==> src/rtl/dmem_arbiter_if.sv <==
// rtl/dmem_arbiter_if.sv - requester and data_memory signal bundle for dmem_arbiter
interface dmem_arbiter_if #(
  parameter int ADDR_W = 8,
  parameter int DATA_W = 8
);
  logic              req0;
  logic              req1;
  logic              we0;
  logic              we1;
  logic [ADDR_W-1:0] addr0;
  logic [ADDR_W-1:0] addr1;
  logic [DATA_W-1:0] wdata0;
  logic [DATA_W-1:0] wdata1;
  logic              ack0;
  logic              ack1;
  logic [DATA_W-1:0] rdata0;
  logic [DATA_W-1:0] rdata1;
  logic              busy;
  logic              gnt_port;
  logic [ADDR_W-1:0] mem_address;
  logic [DATA_W-1:0] mem_write_data;
  logic              mem_memwrite;
  logic [DATA_W-1:0] mem_data_out;

  // arbiter side
  modport slave (
    input  req0, req1, we0, we1, addr0, addr1, wdata0, wdata1, mem_data_out,
    output ack0, ack1, rdata0, rdata1, busy, gnt_port,
    output mem_address, mem_write_data, mem_memwrite
  );

  // requesters plus the memory itself
  modport master (
    output req0, req1, we0, we1, addr0, addr1, wdata0, wdata1, mem_data_out,
    input  ack0, ack1, rdata0, rdata1, busy, gnt_port,
    input  mem_address, mem_write_data, mem_memwrite
  );
endinterface

==> src/rtl/dmem_arbiter.sv <==
// rtl/dmem_arbiter.sv - two-port arbiter and SETUP/ACCESS sequencer for data_memory
module dmem_arbiter #(
  parameter int ADDR_W    = 8,
  parameter int DATA_W    = 8,
  parameter int FIXED_PRI = 0
) (
  input logic          clk,
  input logic          reset_n,
  dmem_arbiter_if.slave bus
);

  typedef enum logic [1:0] {
    ST_IDLE   = 2'd0,
    ST_SETUP  = 2'd1,
    ST_ACCESS = 2'd2
  } state_t;

  localparam logic P_FIXED = (FIXED_PRI != 0);

  state_t            r_state;
  state_t            w_state_nxt;

  logic [ADDR_W-1:0] r_addr,     w_addr;
  logic [DATA_W-1:0] r_wdata,    w_wdata;
  logic              r_we,       w_we;
  logic              r_gnt,      w_gnt;
  logic              r_last,     w_last;
  logic              r_memwrite, w_memwrite;
  logic              r_ack0,     w_ack0;
  logic              r_ack1,     w_ack1;
  logic [DATA_W-1:0] r_rdata0,   w_rdata0;
  logic [DATA_W-1:0] r_rdata1,   w_rdata1;
  logic              r_busy,     w_busy;

  logic              w_elig0;
  logic              w_elig1;
  logic              w_win;

  // eligibility masks a port whose ack is out this cycle so a retiring request is not granted twice
  always_comb begin
    w_elig0 = bus.req0 & ~r_ack0;
    w_elig1 = bus.req1 & ~r_ack1;
    w_win   = w_elig1;
    if (w_elig0 && w_elig1) begin
      w_win = P_FIXED ? 1'b0 : ~r_last;
    end
  end

  // next-state and next-output decode for the IDLE -> SETUP -> ACCESS sequence
  always_comb begin
    w_state_nxt = r_state;
    w_addr      = r_addr;
    w_wdata     = r_wdata;
    w_we        = r_we;
    w_gnt       = r_gnt;
    w_last      = r_last;
    w_memwrite  = 1'b0;
    w_ack0      = 1'b0;
    w_ack1      = 1'b0;
    w_rdata0    = r_rdata0;
    w_rdata1    = r_rdata1;
    case (r_state)
      ST_IDLE: begin
        if (w_elig0 || w_elig1) begin
          w_state_nxt = ST_SETUP;
          w_gnt       = w_win;
          w_addr      = w_win ? bus.addr1  : bus.addr0;
          w_wdata     = w_win ? bus.wdata1 : bus.wdata0;
          w_we        = w_win ? bus.we1    : bus.we0;
        end
      end
      ST_SETUP: begin
        w_state_nxt = ST_ACCESS;
        w_memwrite  = r_we;
      end
      ST_ACCESS: begin
        w_state_nxt = ST_IDLE;
        w_last      = r_gnt;
        if (r_gnt) begin
          w_ack1 = 1'b1;
          if (!r_we) begin
            w_rdata1 = bus.mem_data_out;
          end
        end else begin
          w_ack0 = 1'b1;
          if (!r_we) begin
            w_rdata0 = bus.mem_data_out;
          end
        end
      end
      default: begin
        w_state_nxt = ST_IDLE;
      end
    endcase
    w_busy = (w_state_nxt != ST_IDLE);
  end

  // state register
  always_ff @(posedge clk or negedge reset_n) begin
    if (!reset_n) begin
      r_state <= ST_IDLE;
    end else begin
      r_state <= w_state_nxt;
    end
  end

  // registered outputs; last winner resets to port 1 so port 0 wins the first contest
  always_ff @(posedge clk or negedge reset_n) begin
    if (!reset_n) begin
      r_addr     <= '0;
      r_wdata    <= '0;
      r_we       <= 1'b0;
      r_gnt      <= 1'b0;
      r_last     <= 1'b1;
      r_memwrite <= 1'b0;
      r_ack0     <= 1'b0;
      r_ack1     <= 1'b0;
      r_rdata0   <= '0;
      r_rdata1   <= '0;
      r_busy     <= 1'b0;
    end else begin
      r_addr     <= w_addr;
      r_wdata    <= w_wdata;
      r_we       <= w_we;
      r_gnt      <= w_gnt;
      r_last     <= w_last;
      r_memwrite <= w_memwrite;
      r_ack0     <= w_ack0;
      r_ack1     <= w_ack1;
      r_rdata0   <= w_rdata0;
      r_rdata1   <= w_rdata1;
      r_busy     <= w_busy;
    end
  end

  assign bus.ack0           = r_ack0;
  assign bus.ack1           = r_ack1;
  assign bus.rdata0         = r_rdata0;
  assign bus.rdata1         = r_rdata1;
  assign bus.busy           = r_busy;
  assign bus.gnt_port       = r_gnt;
  assign bus.mem_address    = r_addr;
  assign bus.mem_write_data = r_wdata;
  assign bus.mem_memwrite   = r_memwrite;

endmodule

==> src/flat_wrapper.sv <==
// flat-port wrapper written by rule: the top's interface ports become plain ports
module dmem_arbiter_flat 
#(
  parameter int ADDR_W    = 8,
  parameter int DATA_W    = 8,
  parameter int FIXED_PRI = 0
)
  (clk, reset_n, bus_req0, bus_req1, bus_we0, bus_we1, bus_addr0, bus_addr1, bus_wdata0, bus_wdata1, bus_mem_data_out, bus_ack0, bus_ack1, bus_rdata0, bus_rdata1, bus_busy, bus_gnt_port, bus_mem_address, bus_mem_write_data, bus_mem_memwrite);
  dmem_arbiter_if #(.ADDR_W(ADDR_W), .DATA_W(DATA_W)) bus_i ();
  input logic clk;
  input logic reset_n;
  input wire logic [$bits(bus_i.req0)-1:0] bus_req0;
  input wire logic [$bits(bus_i.req1)-1:0] bus_req1;
  input wire logic [$bits(bus_i.we0)-1:0] bus_we0;
  input wire logic [$bits(bus_i.we1)-1:0] bus_we1;
  input wire logic [$bits(bus_i.addr0)-1:0] bus_addr0;
  input wire logic [$bits(bus_i.addr1)-1:0] bus_addr1;
  input wire logic [$bits(bus_i.wdata0)-1:0] bus_wdata0;
  input wire logic [$bits(bus_i.wdata1)-1:0] bus_wdata1;
  input wire logic [$bits(bus_i.mem_data_out)-1:0] bus_mem_data_out;
  output wire logic [$bits(bus_i.ack0)-1:0] bus_ack0;
  output wire logic [$bits(bus_i.ack1)-1:0] bus_ack1;
  output wire logic [$bits(bus_i.rdata0)-1:0] bus_rdata0;
  output wire logic [$bits(bus_i.rdata1)-1:0] bus_rdata1;
  output wire logic [$bits(bus_i.busy)-1:0] bus_busy;
  output wire logic [$bits(bus_i.gnt_port)-1:0] bus_gnt_port;
  output wire logic [$bits(bus_i.mem_address)-1:0] bus_mem_address;
  output wire logic [$bits(bus_i.mem_write_data)-1:0] bus_mem_write_data;
  output wire logic [$bits(bus_i.mem_memwrite)-1:0] bus_mem_memwrite;
  assign bus_i.req0 = bus_req0;
  assign bus_i.req1 = bus_req1;
  assign bus_i.we0 = bus_we0;
  assign bus_i.we1 = bus_we1;
  assign bus_i.addr0 = bus_addr0;
  assign bus_i.addr1 = bus_addr1;
  assign bus_i.wdata0 = bus_wdata0;
  assign bus_i.wdata1 = bus_wdata1;
  assign bus_i.mem_data_out = bus_mem_data_out;
  assign bus_ack0 = bus_i.ack0;
  assign bus_ack1 = bus_i.ack1;
  assign bus_rdata0 = bus_i.rdata0;
  assign bus_rdata1 = bus_i.rdata1;
  assign bus_busy = bus_i.busy;
  assign bus_gnt_port = bus_i.gnt_port;
  assign bus_mem_address = bus_i.mem_address;
  assign bus_mem_write_data = bus_i.mem_write_data;
  assign bus_mem_memwrite = bus_i.mem_memwrite;
  dmem_arbiter #(.ADDR_W(ADDR_W), .DATA_W(DATA_W), .FIXED_PRI(FIXED_PRI)) u_core (.clk(clk), .reset_n(reset_n), .bus(bus_i));
endmodule
==> config.mk <==
export PLATFORM = sky130hd
export DESIGN_NAME = dmem_arbiter_flat
export DESIGN_NICKNAME = d
export VERILOG_FILES = /design/src/rtl/dmem_arbiter_if.sv /design/src/rtl/dmem_arbiter.sv /design/src/flat_wrapper.sv
export SDC_FILE = /design/constraint.sdc
export NUM_CORES = 1
export LEC_CHECK = 0
export ABC_AREA = 1
export CAP_MARGIN = 15
export CELL_PAD_IN_SITES_DETAIL_PLACEMENT = 1
export CELL_PAD_IN_SITES_GLOBAL_PLACEMENT = 1
export CORE_ASPECT_RATIO = 1.1
export CORE_MARGIN = 2
export CORE_UTILIZATION = 26
export CTS_BUF_LIST = sky130_fd_sc_hd__clkbuf_2
export DETAILED_ROUTE_END_ITERATION = 6
export GPL_TIMING_DRIVEN = 0
export PLACE_DENSITY_LB_ADDON = 0.1
export SETUP_SLACK_MARGIN = 0.5
export SLEW_MARGIN = 20
export SYNTH_ARGS = -nofsm -noshare
export SYNTH_HDL_FRONTEND = slang
export SYNTH_SLANG_ARGS = --single-unit
export TNS_END_PERCENT = 50
==> constraint.sdc <==
create_clock -name clk -period 2.7 [get_ports clk]
set_clock_uncertainty 0.15 [all_clocks]
set_input_delay 0.81 -clock clk [delete_from_list [all_inputs] [get_ports clk]]
set_output_delay 0.81 -clock clk [all_outputs]
set_load 0.005 [all_outputs]
Word-level counts from Yosys, hierarchy flattened --
Index checks and enable logic that the tools add are counted. Widths: inputs -> output; s select.
Operators by class: multiplexer cells 11, equal/unequal tests 2, reduce and logical (&&, ||, !) cells 7, bitwise operators 7
Operators with widths (count):
- $mux 8 | 2
- $mux 1 | 7
- $reduce_and 3->1 | 2
- $not 1->1 | 5
- $pmux 2 s2 | 1
- $and 1x1->1 | 2
- $eq 2x1->1 const B | 1
- $eq 2x2->1 const B | 1
- $logic_not 2->1 | 1
- $mux 2 | 1
- $reduce_and 2->1 | 1
- $reduce_bool 2->1 | 1
- $logic_and 1x1->1 | 1
- $logic_or 1x1->1 | 1
Storage, ports and cells: output and inout bits 37, input port bits 46, flip-flop bits (word level) 41, logic and storage cells 39

Depth between registers and ports, before layout --
depth after elaboration 6, depth in mapped cells 8, depth with buffers taken out 7

Worst setup path after synthesis --
Ideal clock, no wire load.
path type in2reg, start in bus_req0, end reg u_core.r_addr[6] (netlist: u_core.bus.mem_address[6]), setup time 117 ps, path slack 1037 ps, required time 2433 ps, path buffers 1, stages on the path 6, data arrival time 1396 ps, path through nand3_2 > nand2_4 > buf_4 > nand2_1 > nand3_1 > nand2_1
Between the ends: word-level cells in the longest chain between the ends 4, elaborated cells on any way between the ends 6, classes of those cells 2 x mux; 1 x bitwise; 3 x reduce/logical
RTL lines:
- start, declared | RTL line flat_wrapper.sv:12 | input wire logic [$bits(bus_i.req0)-1:0] bus_req0;
- $and 1x1->1 (*) | RTL line dmem_arbiter.sv:41 | w_elig0 = bus.req0 & ~r_ack0;
- $logic_and 1x1->1 | RTL line dmem_arbiter.sv:44 | if (w_elig0 && w_elig1) begin
- $mux 1 | RTL line dmem_arbiter.sv:44
- $mux 8 | RTL line dmem_arbiter.sv:67 | w_addr = w_win ? bus.addr1 : bus.addr0;
- end signal, assigned | RTL line dmem_arbiter.sv:122 | r_addr <= w_addr;
- end, declared | RTL line dmem_arbiter.sv:23 | logic [ADDR_W-1:0] r_addr, w_addr;
Mark *: on every way between the ends. The rest lies on a longest branch, timed or not. A chain may end at the register's enable or synchronous reset.

Worst setup path after layout --
start reg u_core.r_addr[2] (netlist: u_core.bus.mem_address[2]), end out bus_mem_address[2]
RTL lines:
- end, declared | RTL line flat_wrapper.sv:27 | output wire logic [$bits(bus_i.mem_address)-1:0] bus_mem_address;
No word-level cell between the ends.

==> results.json <==
{
  "status": "completed",
  "cts_tree": "done",
  "via_per_inst": 4.04,
  "avgRoutedWirePerCell_um": 12.3,
  "crit-reg2reg-launch": "u_core.bus.ack0",
  "fin_util_pct": 41.4,
  "critical_path_depth": 1,
  "arrival_ps": 1300,
  "slowest_stage": "clkdlybuf4s50_1",
  "numCtsBuffers": 5,
  "final_max_slew_viol_count": 0,
  "hold_buffers": 0,
  "startpoint_type": "flip-flop",
  "synth.avg_cell_area_um2": 8.49,
  "p_comb_share_pct": 50.6,
  "syn-cell-area_um2": 2000,
  "drive_gt1_share_pct": 18.3,
  "grt_max_degree": 29,
  "finalCriticalPeriod_ps": 2260,
  "critPathMaxFanout": 2,
  "critPathTopFamily": "buffers and inverters",
  "setup_viol": 0,
  "rsz0062_at_grt": "yes",
  "hold-worst-slack_ps": 116,
  "start_util_pct": 26.8,
  "synthToLayoutAreaGrowth_pct": 54.4,
  "r2r-end": "u_core.bus.mem_write_data[1]",
  "antenna_found_initial": 0,
  "ys_seq_area_share_pct": 51.3,
  "min_period_over_period_pct": 83.5,
  "required_ps": 1740,
  "io_buffers": 82,
  "core_um2": 7470,
  "grt_usage_pct": 13.5,
  "critPathLaunch": "u_core.bus.mem_address[2]",
  "htree_num_levels": 2,
  "power_frac_seq_pct": 37.0,
  "path_class": "reg2out",
  "finalHoldViolCount": 0,
  "critPathBufInv": 1,
  "place_inst": 424,
  "cts-root-buf": "clkbuf_2",
  "io-pin-count": 83,
  "power_density_nw_per_um2": 953,
  "via_count": 1773,
  "postPlaceCellArea_um2": 2970,
  "drt-initial-drc-count": 72,
  "die-width_um": 87.7,
  "max_freq_ghz": 0.443,
  "critPathCapture": "bus_mem_address[2]",
  "antennaDiodeCount": 0,
  "die_h_um": 96.1,
  "place.gp.congestion": 0.715,
  "drv_cap": 0,
  "stdcell_area_um2": 3090,
  "ant_nets": 0,
  "hold_path_class": "in2async",
  "cp_cell_sequence": "clkdlybuf4s50_1",
  "nets": 379,
  "power_mw": 2.95,
  "ctsLongestPathBuffers": 2,
  "intPower_mw": 1.85,
  "tightest_slew_ps": 363,
  "dieArea_um2": 8420,
  "cts.clk_slew.worst_paths_ps": 230,
  "p_sw_share_pct": 37.2,
  "leakagePower_nw": 1.72,
  "grt_pass1_wl_um": 8800,
  "num_rows": 33,
  "routed_wl_um": 5410,
  "clkSinkCount": 41,
  "vdd_drop_max_mv": 0.310,
  "endpoint_kind": "output pin",
  "grt_overflow_total": 0,
  "ys_seq_elements": 41,
  "synth.distinct_cells": 21,
  "syn_inst": 236,
  "switchingPower_mw": 1.10,
  "ff2ff_setup_slack_ps": 980,
  "reg2reg_depth": 8,
  "finalNonFillerCells": 439,
  "synth_nets": 282,
  "clk_latency_ps": 400,
  "remaining_drc_errors": 0,
  "yosys_warnings": 0,
  "power.share.clock_pct": 12.4,
  "cpPeakStageDelay_ps": 500,
  "maxSlewHeadroom_pct": 75.8,
  "first_global_vias": 1851,
  "dp_hpwl_um": 3990,
  "dr.pass1.iters": 4
}
[per-layer routing]
| layer | GRT usage, % | wire (µm) | vias up |
|---|---|---|---|
| met1 | 17.2 | 2480 | 818 |
| met2 | 23.0 | 2600 | 44 |
| li1 | - | - | 907 |
| met3 | 3.69 | 279 | 4 |
| met4 | 3.08 | 51 | 0 |
| met5 | 0 | 0 | - |
[power by group through the flow]
stage,clock network [mW],registers (mW),logic (mW)
3_5_place_dp,0,1.13,1.55
5_1_grt,0.402,1.13,1.70
3_3_place_gp,0,1.12,1.53
4_1_cts,0.382,1.10,1.52
2_1_floorplan,0,1.13,0.720
6_report,0.364,1.09,1.49
[cell usage after synthesis (all sizes together)]
cell | number | area [µm²]
dfrtp | 40 | 1000
buf | 8 | 66.3
nor3 | 2 | 21.3
a21oi | 1 | 16.3
nor2 | 5 | 37.5
nand2 | 76 | 315
o21ai | 18 | 150
inv | 49 | 184
dfstp | 1 | 26.3
nand3 | 36 | 185
[how the worst min path moves through the flow]
stage / from / to / slack [ps] / depth (start not counted)
floorplan: u_core.r_we / u_core.r_we / 300 / 2
global placement: u_core.bus.mem_address[6] / u_core.bus.mem_address[6] / 310 / 2
detailed placement: u_core.bus.mem_address[6] / u_core.bus.mem_address[6] / 320 / 2
CTS: reset_n / u_core.bus.busy / 110 / 1
global route: reset_n / u_core.bus.busy / 100 / 1
finish: reset_n / u_core.bus.busy / 120 / 1
[registers in the layout (all words and copies together), names as in the netlist]
signal,cells
u_core.r_state,2
u_core.r_last,1
u_core.bus.mem_address,8
u_core.bus.rdata1,8
u_core.bus.busy,1
u_core.bus.ack1,1
u_core.bus.rdata0,8
u_core.bus.mem_write_data,8
u_core.bus.ack0,1
u_core.bus.gnt_port,1
u_core.r_we,1
u_core.bus.mem_memwrite,1
[cell usage in the layout, fill, tap and decap left out, types with 2 or more instances in the layout]
cell / synthesis / layout
inv_1: 44 / 44
inv_2: 5 / 5
buf_4: 3 / 10
nand3_1: 35 / 35
clkdlybuf4s50_1: 0 / 54
nand2_4: 2 / 2
nor2_1: 3 / 3
dlygate4sd2_1: 0 / 17
nand2_1: 68 / 68
buf_2: 2 / 3
o21ai_2: 16 / 16
clkbuf_2: 0 / 6
nand2_2: 6 / 6
dlymetal6s2s_1: 0 / 10
dfrtp_2: 0 / 2
buf_6: 3 / 3
dfrtp_1: 40 / 38
[area by class of cell]
class | instances | area [µm²]
plain buffers | 8 | 66.3
clock buffers | 6 | 30.0
clock inverters | 2 | 33.8
fillers | 912 | 4380
inverters | 49 | 184
multi-input cells | 138 | 726
flip-flops and latches | 41 | 1030
well taps | 105 | 131
repair buffers | 90 | 892
[cells by family after synthesis]
| logic type | Yosys count | synth area share, % |
|---|---|---|
| AND/OR/NAND/NOR | 119 | 27.9 |
| flip-flops | 41 | 51.3 |
| AO/OA/AOI/OAI | 19 | 8.31 |
| buffers and inverters | 57 | 12.5 |
[repair_timing]
| action | CTS | global route |
|---|---|---|
| setup buffers | 4 | 3 |
| setup endpoints to repair | 37 | 20 |
| resized for setup | 19 | 10 |
[worst reg2reg max path, stage by stage, from the launching register on]
cell and delay (ps):
dfrtp_1 430, buf_4 130, inv_1 70, nand3_2 220, nand2_4 210, buf_4 200
nand2_1 70, nand3_1 80, nand2_1 60
[metrics by stage]
stage / setup TNS (ps) / setup slack [ps]
detailed placement: 0 / 245
finish: 0 / 445
CTS: 0 / 398
global route: 0 / 369
floorplan: 0 / 1040
global placement: -20840 / -522
(Power assumes the default switching activity.)
